<file path="src/rtl/mem_access_ctrl_if.sv">
// mem_access_ctrl_if: request/acknowledge bus between the MEM-stage access
// controller (master) and a variable-latency 32-bit data memory (slave).
// Read data is qualified by MemAckIn in the same cycle.
interface mem_access_ctrl_if #(
  parameter int ADDR_W = 32
);
  logic              MemReqOut;
  logic              MemWeOut;
  logic [ADDR_W-1:0] MemAddrOut;
  logic [3:0]        MemByteEnOut;
  logic [31:0]       MemWDataOut;
  logic              MemAckIn;
  logic [31:0]       MemRDataIn;

  modport master (
    output MemReqOut, MemWeOut, MemAddrOut, MemByteEnOut, MemWDataOut,
    input  MemAckIn, MemRDataIn
  );

  modport slave (
    input  MemReqOut, MemWeOut, MemAddrOut, MemByteEnOut, MemWDataOut,
    output MemAckIn, MemRDataIn
  );
endinterface

</file>
<file path="src/rtl/mem_access_ctrl.sv">
// mem_access_ctrl: MEM-stage memory access controller.
// Takes the EX/MEM memory control (read/write, size, address, store data),
// runs one req/ack transaction on the data memory, aligns store data into
// byte lanes, extracts and extends load data, and stalls the pipeline until
// the access completes (IDLE -> BUSY -> DONE -> IDLE).
// Optional feature: define MEM_ACK_TIMEOUT_EN to add an ack watchdog that
// abandons a request after TIMEOUT_CYCLES busy cycles and reports an error
// with LoadDataOut = 0xFFFFFFFF.
module mem_access_ctrl #(
  parameter int ADDR_W         = 32,
  parameter bit CHECK_ALIGN    = 1'b1,
  parameter int TIMEOUT_CYCLES = 255
) (
  input  logic              Clk,
  input  logic              Rst_n,
  input  logic              MemReadIn,
  input  logic              MemWriteIn,
  input  logic [1:0]        bytes2LoadIn,
  input  logic [1:0]        bytes2StoreIn,
  input  logic              LoadUnsignedIn,
  input  logic [ADDR_W-1:0] ALUResultIn,
  input  logic [31:0]       MemWriteDataIn,
  mem_access_ctrl_if.master mem,
  output logic [31:0]       LoadDataOut,
  output logic              MemStallOut,
  output logic              AccessErrOut
);

  typedef enum logic [1:0] {IDLE, BUSY, DONE} state_t;

  state_t            state_q;
  logic              req_q;
  logic              we_q;
  logic [ADDR_W-1:0] addr_q;
  logic [3:0]        be_q;
  logic [31:0]       wdata_q;
  logic [1:0]        lsize_q;
  logic              uns_q;
  logic [1:0]        lane_q;
  logic [31:0]       load_q;
  logic              err_q;

  logic [1:0]  size;
  logic        is_byte;
  logic        is_half;
  logic        is_word;
  logic        misaligned;
  logic        op_valid;
  logic        op_legal;
  logic        start;
  logic        op_err;
  logic [3:0]  be_d;
  logic [31:0] wdata_d;
  logic [31:0] load_d;
  logic [7:0]  wlane [4];
  logic [7:0]  rd_byte [4];
  logic [7:0]  sel_byte;
  logic [15:0] sel_half;

`ifdef MEM_ACK_TIMEOUT_EN
  localparam int CNT_W = ($clog2(TIMEOUT_CYCLES + 1) > 8) ? $clog2(TIMEOUT_CYCLES + 1) : 8;
  logic [CNT_W-1:0] cnt_q;
`else
  // Watchdog is compiled out; keep the parameter referenced.
  logic unused_timeout;
  assign unused_timeout = ^TIMEOUT_CYCLES;
`endif

  // Decode the pending operation: size, alignment legality, and start/error.
  always_comb begin
    size       = MemWriteIn ? bytes2StoreIn : bytes2LoadIn;
    is_half    = (size == 2'b01);
    is_byte    = (size == 2'b10);
    is_word    = !is_half && !is_byte;
    misaligned = 1'b0;
    if (CHECK_ALIGN) begin
      if (is_word) begin
        misaligned = |ALUResultIn[1:0];
      end else if (is_half) begin
        misaligned = ALUResultIn[0];
      end
    end
    op_valid = MemReadIn | MemWriteIn;
    op_legal = !(MemReadIn && MemWriteIn) && !misaligned;
    start    = (state_q == IDLE) && op_valid && op_legal;
    op_err   = (state_q == IDLE) && op_valid && !op_legal;
  end

  // Byte-lane enables for the addressed bytes (little-endian lanes).
  always_comb begin
    be_d = 4'b1111;
    if (is_half) begin
      be_d = ALUResultIn[1] ? 4'b1100 : 4'b0011;
    end else if (is_byte) begin
      be_d = 4'b0001 << ALUResultIn[1:0];
    end
  end

  // Store data is replicated into every lane; read word is split into bytes.
  for (genvar gi = 0; gi < 4; gi++) begin : g_lane
    assign wlane[gi]   = is_byte ? MemWriteDataIn[7:0] :
                         is_half ? MemWriteDataIn[8*(gi%2) +: 8] :
                                   MemWriteDataIn[8*gi +: 8];
    assign rd_byte[gi] = mem.MemRDataIn[8*gi +: 8];
  end
  assign wdata_d = {wlane[3], wlane[2], wlane[1], wlane[0]};

  // Pick the addressed lane of the read word and sign/zero-extend it.
  always_comb begin
    sel_byte = rd_byte[lane_q];
    sel_half = lane_q[1] ? {rd_byte[3], rd_byte[2]} : {rd_byte[1], rd_byte[0]};
    case (lsize_q)
      2'b10:   load_d = {{24{!uns_q & sel_byte[7]}}, sel_byte};
      2'b01:   load_d = {{16{!uns_q & sel_half[15]}}, sel_half};
      default: load_d = mem.MemRDataIn;
    endcase
  end

  // Access FSM: latch the op in IDLE, hold the request in BUSY until ack
  // (or watchdog expiry), then one DONE cycle lets the pipeline advance.
  always_ff @(posedge Clk or negedge Rst_n) begin
    if (!Rst_n) begin
      state_q <= IDLE;
      req_q   <= 1'b0;
      we_q    <= 1'b0;
      addr_q  <= '0;
      be_q    <= 4'b0000;
      wdata_q <= 32'h0;
      lsize_q <= 2'b00;
      uns_q   <= 1'b0;
      lane_q  <= 2'b00;
      load_q  <= 32'h0;
      err_q   <= 1'b0;
`ifdef MEM_ACK_TIMEOUT_EN
      cnt_q   <= '0;
`endif
    end else begin
      err_q <= 1'b0;
      case (state_q)
        IDLE: begin
          if (start) begin
            addr_q  <= {ALUResultIn[ADDR_W-1:2], 2'b00};
            we_q    <= MemWriteIn;
            be_q    <= be_d;
            wdata_q <= wdata_d;
            lsize_q <= bytes2LoadIn;
            uns_q   <= LoadUnsignedIn;
            lane_q  <= ALUResultIn[1:0];
            req_q   <= 1'b1;
            state_q <= BUSY;
`ifdef MEM_ACK_TIMEOUT_EN
            cnt_q   <= '0;
`endif
          end else if (op_err) begin
            err_q  <= 1'b1;
            load_q <= 32'h0;
          end
        end
        BUSY: begin
          if (mem.MemAckIn) begin
            if (!we_q) begin
              load_q <= load_d;
            end
            req_q   <= 1'b0;
            state_q <= DONE;
          end
`ifdef MEM_ACK_TIMEOUT_EN
          else if (cnt_q == CNT_W'(TIMEOUT_CYCLES - 1)) begin
            req_q   <= 1'b0;
            err_q   <= 1'b1;
            load_q  <= 32'hFFFF_FFFF;
            state_q <= DONE;
          end else begin
            cnt_q <= cnt_q + 1'b1;
          end
`endif
        end
        DONE: begin
          state_q <= IDLE;
        end
        default: begin
          state_q <= IDLE;
        end
      endcase
    end
  end

  // Stall while an op starts or is in flight; released in DONE and in reset.
  assign MemStallOut = Rst_n & (start | (state_q == BUSY));

  assign mem.MemReqOut    = req_q;
  assign mem.MemWeOut     = we_q;
  assign mem.MemAddrOut   = addr_q;
  assign mem.MemByteEnOut = be_q;
  assign mem.MemWDataOut  = wdata_q;
  assign LoadDataOut      = load_q;
  assign AccessErrOut     = err_q;

endmodule

</file>
<file path="src/flat_wrapper.sv">
// flat-port wrapper written by rule: the top's interface ports become plain ports
module mem_access_ctrl_flat 
#(
  parameter int ADDR_W         = 32,
  parameter bit CHECK_ALIGN    = 1'b1,
  parameter int TIMEOUT_CYCLES = 255
)
  (Clk, Rst_n, MemReadIn, MemWriteIn, bytes2LoadIn, bytes2StoreIn, LoadUnsignedIn, ALUResultIn, MemWriteDataIn, LoadDataOut, MemStallOut, AccessErrOut, mem_MemReqOut, mem_MemWeOut, mem_MemAddrOut, mem_MemByteEnOut, mem_MemWDataOut, mem_MemAckIn, mem_MemRDataIn);
  mem_access_ctrl_if #(.ADDR_W(ADDR_W)) mem_i ();
  input  logic Clk;
  input  logic Rst_n;
  input  logic MemReadIn;
  input  logic MemWriteIn;
  input  logic [1:0] bytes2LoadIn;
  input  logic [1:0] bytes2StoreIn;
  input  logic LoadUnsignedIn;
  input  logic [ADDR_W-1:0] ALUResultIn;
  input  logic [31:0] MemWriteDataIn;
  output logic [31:0] LoadDataOut;
  output logic MemStallOut;
  output logic AccessErrOut;
  output wire logic [$bits(mem_i.MemReqOut)-1:0] mem_MemReqOut;
  output wire logic [$bits(mem_i.MemWeOut)-1:0] mem_MemWeOut;
  output wire logic [$bits(mem_i.MemAddrOut)-1:0] mem_MemAddrOut;
  output wire logic [$bits(mem_i.MemByteEnOut)-1:0] mem_MemByteEnOut;
  output wire logic [$bits(mem_i.MemWDataOut)-1:0] mem_MemWDataOut;
  input wire logic [$bits(mem_i.MemAckIn)-1:0] mem_MemAckIn;
  input wire logic [$bits(mem_i.MemRDataIn)-1:0] mem_MemRDataIn;
  assign mem_MemReqOut = mem_i.MemReqOut;
  assign mem_MemWeOut = mem_i.MemWeOut;
  assign mem_MemAddrOut = mem_i.MemAddrOut;
  assign mem_MemByteEnOut = mem_i.MemByteEnOut;
  assign mem_MemWDataOut = mem_i.MemWDataOut;
  assign mem_i.MemAckIn = mem_MemAckIn;
  assign mem_i.MemRDataIn = mem_MemRDataIn;
  mem_access_ctrl #(.ADDR_W(ADDR_W), .CHECK_ALIGN(CHECK_ALIGN), .TIMEOUT_CYCLES(TIMEOUT_CYCLES)) u_core (.Clk(Clk), .Rst_n(Rst_n), .MemReadIn(MemReadIn), .MemWriteIn(MemWriteIn), .bytes2LoadIn(bytes2LoadIn), .bytes2StoreIn(bytes2StoreIn), .LoadUnsignedIn(LoadUnsignedIn), .ALUResultIn(ALUResultIn), .MemWriteDataIn(MemWriteDataIn), .mem(mem_i), .LoadDataOut(LoadDataOut), .MemStallOut(MemStallOut), .AccessErrOut(AccessErrOut));
endmodule
</file>
<file path="config.mk">
export PLATFORM = sky130hd
export DESIGN_NAME = mem_access_ctrl_flat
export DESIGN_NICKNAME = d
export VERILOG_FILES = /design/src/rtl/mem_access_ctrl_if.sv /design/src/rtl/mem_access_ctrl.sv /design/src/flat_wrapper.sv
export SDC_FILE = /design/constraint.sdc
export NUM_CORES = 1
export LEC_CHECK = 0
export ABC_CLOCK_PERIOD_IN_PS = 2500
export CORE_MARGIN = 5
export CORE_UTILIZATION = 43
export DETAILED_ROUTE_END_ITERATION = 8
export PLACE_DENSITY_LB_ADDON = 0.15
export RECOVER_POWER = 100
export SLEW_MARGIN = 20
export SYNTH_ARGS = -nofsm -noshare
export SYNTH_HDL_FRONTEND = slang
export SYNTH_SLANG_ARGS = --single-unit
</file>
<file path="constraint.sdc">
create_clock -name Clk -period 2.5 [get_ports Clk]
set_clock_uncertainty 0.05 [all_clocks]
set_input_delay 0.25 -clock Clk [delete_from_list [all_inputs] [get_ports Clk]]
set_output_delay 0.25 -clock Clk [all_outputs]
set_load 0.01 [all_outputs]
</file>
==> results of run 1 <==
cell usage after synthesis (2+ instances only):
| library cell | number |
|---|---|
| inv_1 | 24 |
| buf_1 | 2 |
| a22oi_1 | 9 |
| buf_2 | 5 |
| a221o_1 | 23 |
| and2_1 | 2 |
| ha_1 | 4 |
| mux2_1 | 47 |
| nor2_2 | 2 |
| nor2_1 | 2 |
| clkbuf_1 | 10 |
| o22ai_1 | 4 |
| nand2_1 | 18 |
| a21o_1 | 3 |
| buf_4 | 5 |
| mux2i_1 | 10 |
| dfrtp_1 | 108 |
| a21oi_1 | 10 |
| o21ai_0 | 18 |
| buf_6 | 7 |
| o211ai_1 | 15 |
| nor2b_1 | 3 |
| mux2_2 | 42 |
cell type report:
cell class / count / area [sq um] / area share
Clock buffer: 13 / 260 / 0.0345
Clock inverter: 3 / 21.3 / 0.00282
Inverter: 24 / 90.1 / 0.0120
Multi-Input combinational cell: 226 / 2020 / 0.268
Sequential cell: 108 / 2700 / 0.359
Tap cell: 143 / 179 / 0.0237
Timing Repair Buffer: 231 / 2260 / 0.300
timing repair:
action / 4_1_cts / 5_1_grt
buffers inserted: 0 / 1
hold buffers: 1 / 0
resized for setup: 5 / 1
pin swaps: 0 / 2
hold endpoints to repair: 24 / 0
setup endpoints to repair: 52 / 20
metrics by stage:
step	TNS, ns	instance area (sq um)	hold WS [ns]
finish	0	7540	0.291
global route	-0.0110	7540	0.309
CTS	0	7540	0.293
detailed placement	-34.53	7250	0.138
global placement	-29.33	7250	0.132
floorplan	0	4990	-0.0956
kinds of logic (layout without fill, tap and decap cells):
family | count (synthesis) | count (layout)
mux | 99 | 99
buf+inv | 53 | 271
flops | 108 | 108
compound gates | 88 | 88
fa+ha+maj | 4 | 4
simple gates | 33 | 33
other cells | 1 | 2
registers in the layout, indices dropped and copies added (netlist names):
name / flops
u_core.LoadDataOut: 32
u_core.mem.MemWDataOut: 32
u_core.mem.MemAddrOut: 30
u_core.mem.MemByteEnOut: 4
u_core.lane_q: 2
u_core.lsize_q: 2
u_core.state_q: 2
u_core.AccessErrOut: 1
u_core.mem.MemReqOut: 1
u_core.mem.MemWeOut: 1
u_core.uns_q: 1
power groups by stage:
stage	clock, W	combinational, W	sequential (W)
after detailed placement	0	0.00380	0.00307
final	0.00135	0.00347	0.00301
after CTS	0.00141	0.00382	0.00305
after floorplan	0	0.00131	0.00335
after global routing	0.00147	0.00376	0.00313
after global placement	0	0.00373	0.00303
worst max-delay path, cell delays in order:
cell and delay [ns]:
clkdlybuf4s50_1 0.42, mux2i_1 0.19, inv_1 0.07, ha_1 0.24, a22oi_4 0.21, nand2_1 0.10
nor4_4 0.24, o21a_1 0.15, clkdlybuf4s15_2 0.23
worst max path at each step:
stage / cells past startpoint / endpoint / start / slack, ns
6_report: 9 / MemStallOut / bytes2StoreIn[0] / 0.1
3_3_place_gp: 8 / u_core.mem.MemWDataOut[22] / MemWriteIn / -0.40
5_1_grt: 9 / MemStallOut / bytes2LoadIn[1] / -0.007
3_5_place_dp: 8 / u_core.mem.MemWDataOut[22] / MemWriteIn / -0.44
4_1_cts: 9 / MemStallOut / bytes2StoreIn[0] / 0.06
2_1_floorplan: 10 / u_core.lane_q[0] / MemWriteIn / 0.25
layer usage:
metal / vias up / track usage / wire, microns
met1: 1918 / 0.251 / 5610
met2: 153 / 0.329 / 6630
met4: 0 / 0.0616 / 174
li1: 1843 / - / -
met3: 14 / 0.0764 / 1160
met5: - / 0 / 0
==> results.md, run 1 <==
- Drc violations: 0
- Dpl cells: 730
- Sw Ratio: 0.328
- Largest area contributor in the netlist: dfrtp_1
- CTS clk-pin slew, worst paths: 0.06 ns
- Worst R2R End: u_core.LoadDataOut[10]
- EDFF count, synth: 0
- GRT Overall Usage: 0.202
- Syn Area/Cell: 12.9 sq um
- Post-Route WL: 13.6 mm
- Placer congestion estimate: around 0.8
- PwrDens: about 1000 mW/mm^2
- Worst Hold Class: primary input to flop
- Status: complete, no violations
- Vias: 3928
- Synth area leaders: dfrtp_1 (54%), mux2_1 (11%), mux2_2 (9.5%), a221o_1 (4.6%), o211ai_1 (2.3%)
- Tightest Pin Transition: around 1.3 ns
- Slew HR: 0.155
- Wire per inst: between 15 and 20 microns
- Tot Pwr: between 0.007 and 0.008 W
- Number of H-tree levels: 3
- Leak Pwr: about 3.3 nW
- NetSw: approximately 0.0026 W
- Layout cells sized above 1: 0.149
- Final count of hold timing violations: 0
- Yosys Warn Count: 0
- Synthesized flop and latch total: between 100 and 150
- Post-route core utilization: 0.663
- Chip height: about 120 microns
- Req. time, crit path: between 2 and 2.5 ns
- RR Startpoint: u_core.state_q[1]
- Antenna violations before repair: 0
- Dpl ws: -0.442 ns
- Clock Sinks: ~110
- Ports: between 200 and 250
- Power share of the clock group: 0.172
- Cell Area, Synth: ~0.005 sq mm
- Commonest non-fill, non-tap cell in the layout: dfrtp_1
- Std cell rows: 39
- Worst VDD drop: 0.637 mV
- FF-to-FF path depth: 4
- CP Launch Type: primary input
- Die ar.: about 0.014 sq mm
- IO buf count: 207
- First-pass GRT wire length: 22.7 mm
- Post-synth ARST share: 1.00
- Final Max Tran Viols: 0
- Compound-Gate Fraction of Synth Area: 0.136
- Num CTS Buffers: 9
- Vias per cell: 5.25
- Pin count of the biggest net entering global routing: 53
- Final WS setup: between 0.09 and 0.1 ns
- FILL cells: a little over 900
- FMAX: roughly 420 MHz
- Fin crit share: 0.961
- Crit end category: primary output
- Power share of the sequential group: 0.384
- Antenna Nets Post-Route: 0
- Total gr overflow: 0
- Hold Path Sink: u_core.lsize_q[0]
- Post-Synth Adder-Cell Area: 0.0100
- Detailed Place HPWL: 10.3 mm
- CTS max path bufs: 2
- HP Start: bytes2LoadIn[0]
- Die X: between 100 and 150 microns
- Hold Path Depth: 2
- Ant diodes: 0
- Share of the synthesized area in the top cell type: 0.542
- Main combinational cell family by area after synthesis: multiplexers
- Seq/Total Area, Yosys: 0.542
- Fin crit period: 2.40 ns
- DRT Pass-1 Iters: 4
- Layout area overhead: 51.3%
- Pint: ~0.0053 W
- Vias in the first global route: around 4300
- Most frequent cells in the layout: dfrtp_1 (108), dlygate4sd3_1 (102), clkdlybuf4s50_1 (102), mux2_1 (47), mux2_2 (42)
- Worst EP arrival: ~2.1 ns
- Initial Utilization: 0.438
- Fin nets: 710
- Synth Area in XOR/XNOR: 0
- Synth cell types: 36
- Crit path kind: primary input to primary output
- Top_reg_cell synth: dfrtp_1
- Max-cap violations: 0
- Initial DRC Count: ~230
- Gate power share: 0.443
- Worst-path maximum fanout: 2
- Post-synthesis simple-gate area fraction: 0.0339
- Setup-violating endpoint count in the final report: 0
- Core box area: roughly 0.011 sq mm
- Post-synthesis mux area share: 0.221
- Post-Syn Instances: approximately 390
- CTS root buffer: clkbuf_16
- TritonCTS clock tree: done
- R2R setup slack: 0.37 ns
- Clk_lat worst skew: between 0.3 and 0.4 ns
- Non-filler cells, final: 748
Power figures use the tool's default switching activity.
==> inputs of run 2 (changes only) <==
--- a/config.mk
+++ b/config.mk
@@ -11,7 +11,7 @@
 export DETAILED_ROUTE_END_ITERATION = 8
 export PLACE_DENSITY_LB_ADDON = 0.15
 export RECOVER_POWER = 100
-export SLEW_MARGIN = 20
+export SLEW_MARGIN = 30
 export SYNTH_ARGS = -nofsm -noshare
 export SYNTH_HDL_FRONTEND = slang
 export SYNTH_SLANG_ARGS = --single-unit
==> results of run 2 <==
Final layout, timing and power as in run 1 (identical DEF).
==> inputs of run 3 (changes only) <==
--- a/config.mk
+++ b/config.mk
@@ -5,6 +5,7 @@
 export SDC_FILE = /design/constraint.sdc
 export NUM_CORES = 1
 export LEC_CHECK = 0
+export ABC_AREA = 0
 export ABC_CLOCK_PERIOD_IN_PS = 2500
 export CORE_MARGIN = 5
 export CORE_UTILIZATION = 43
==> results of run 3 <==
Final layout, timing and power as in run 1 (identical DEF).
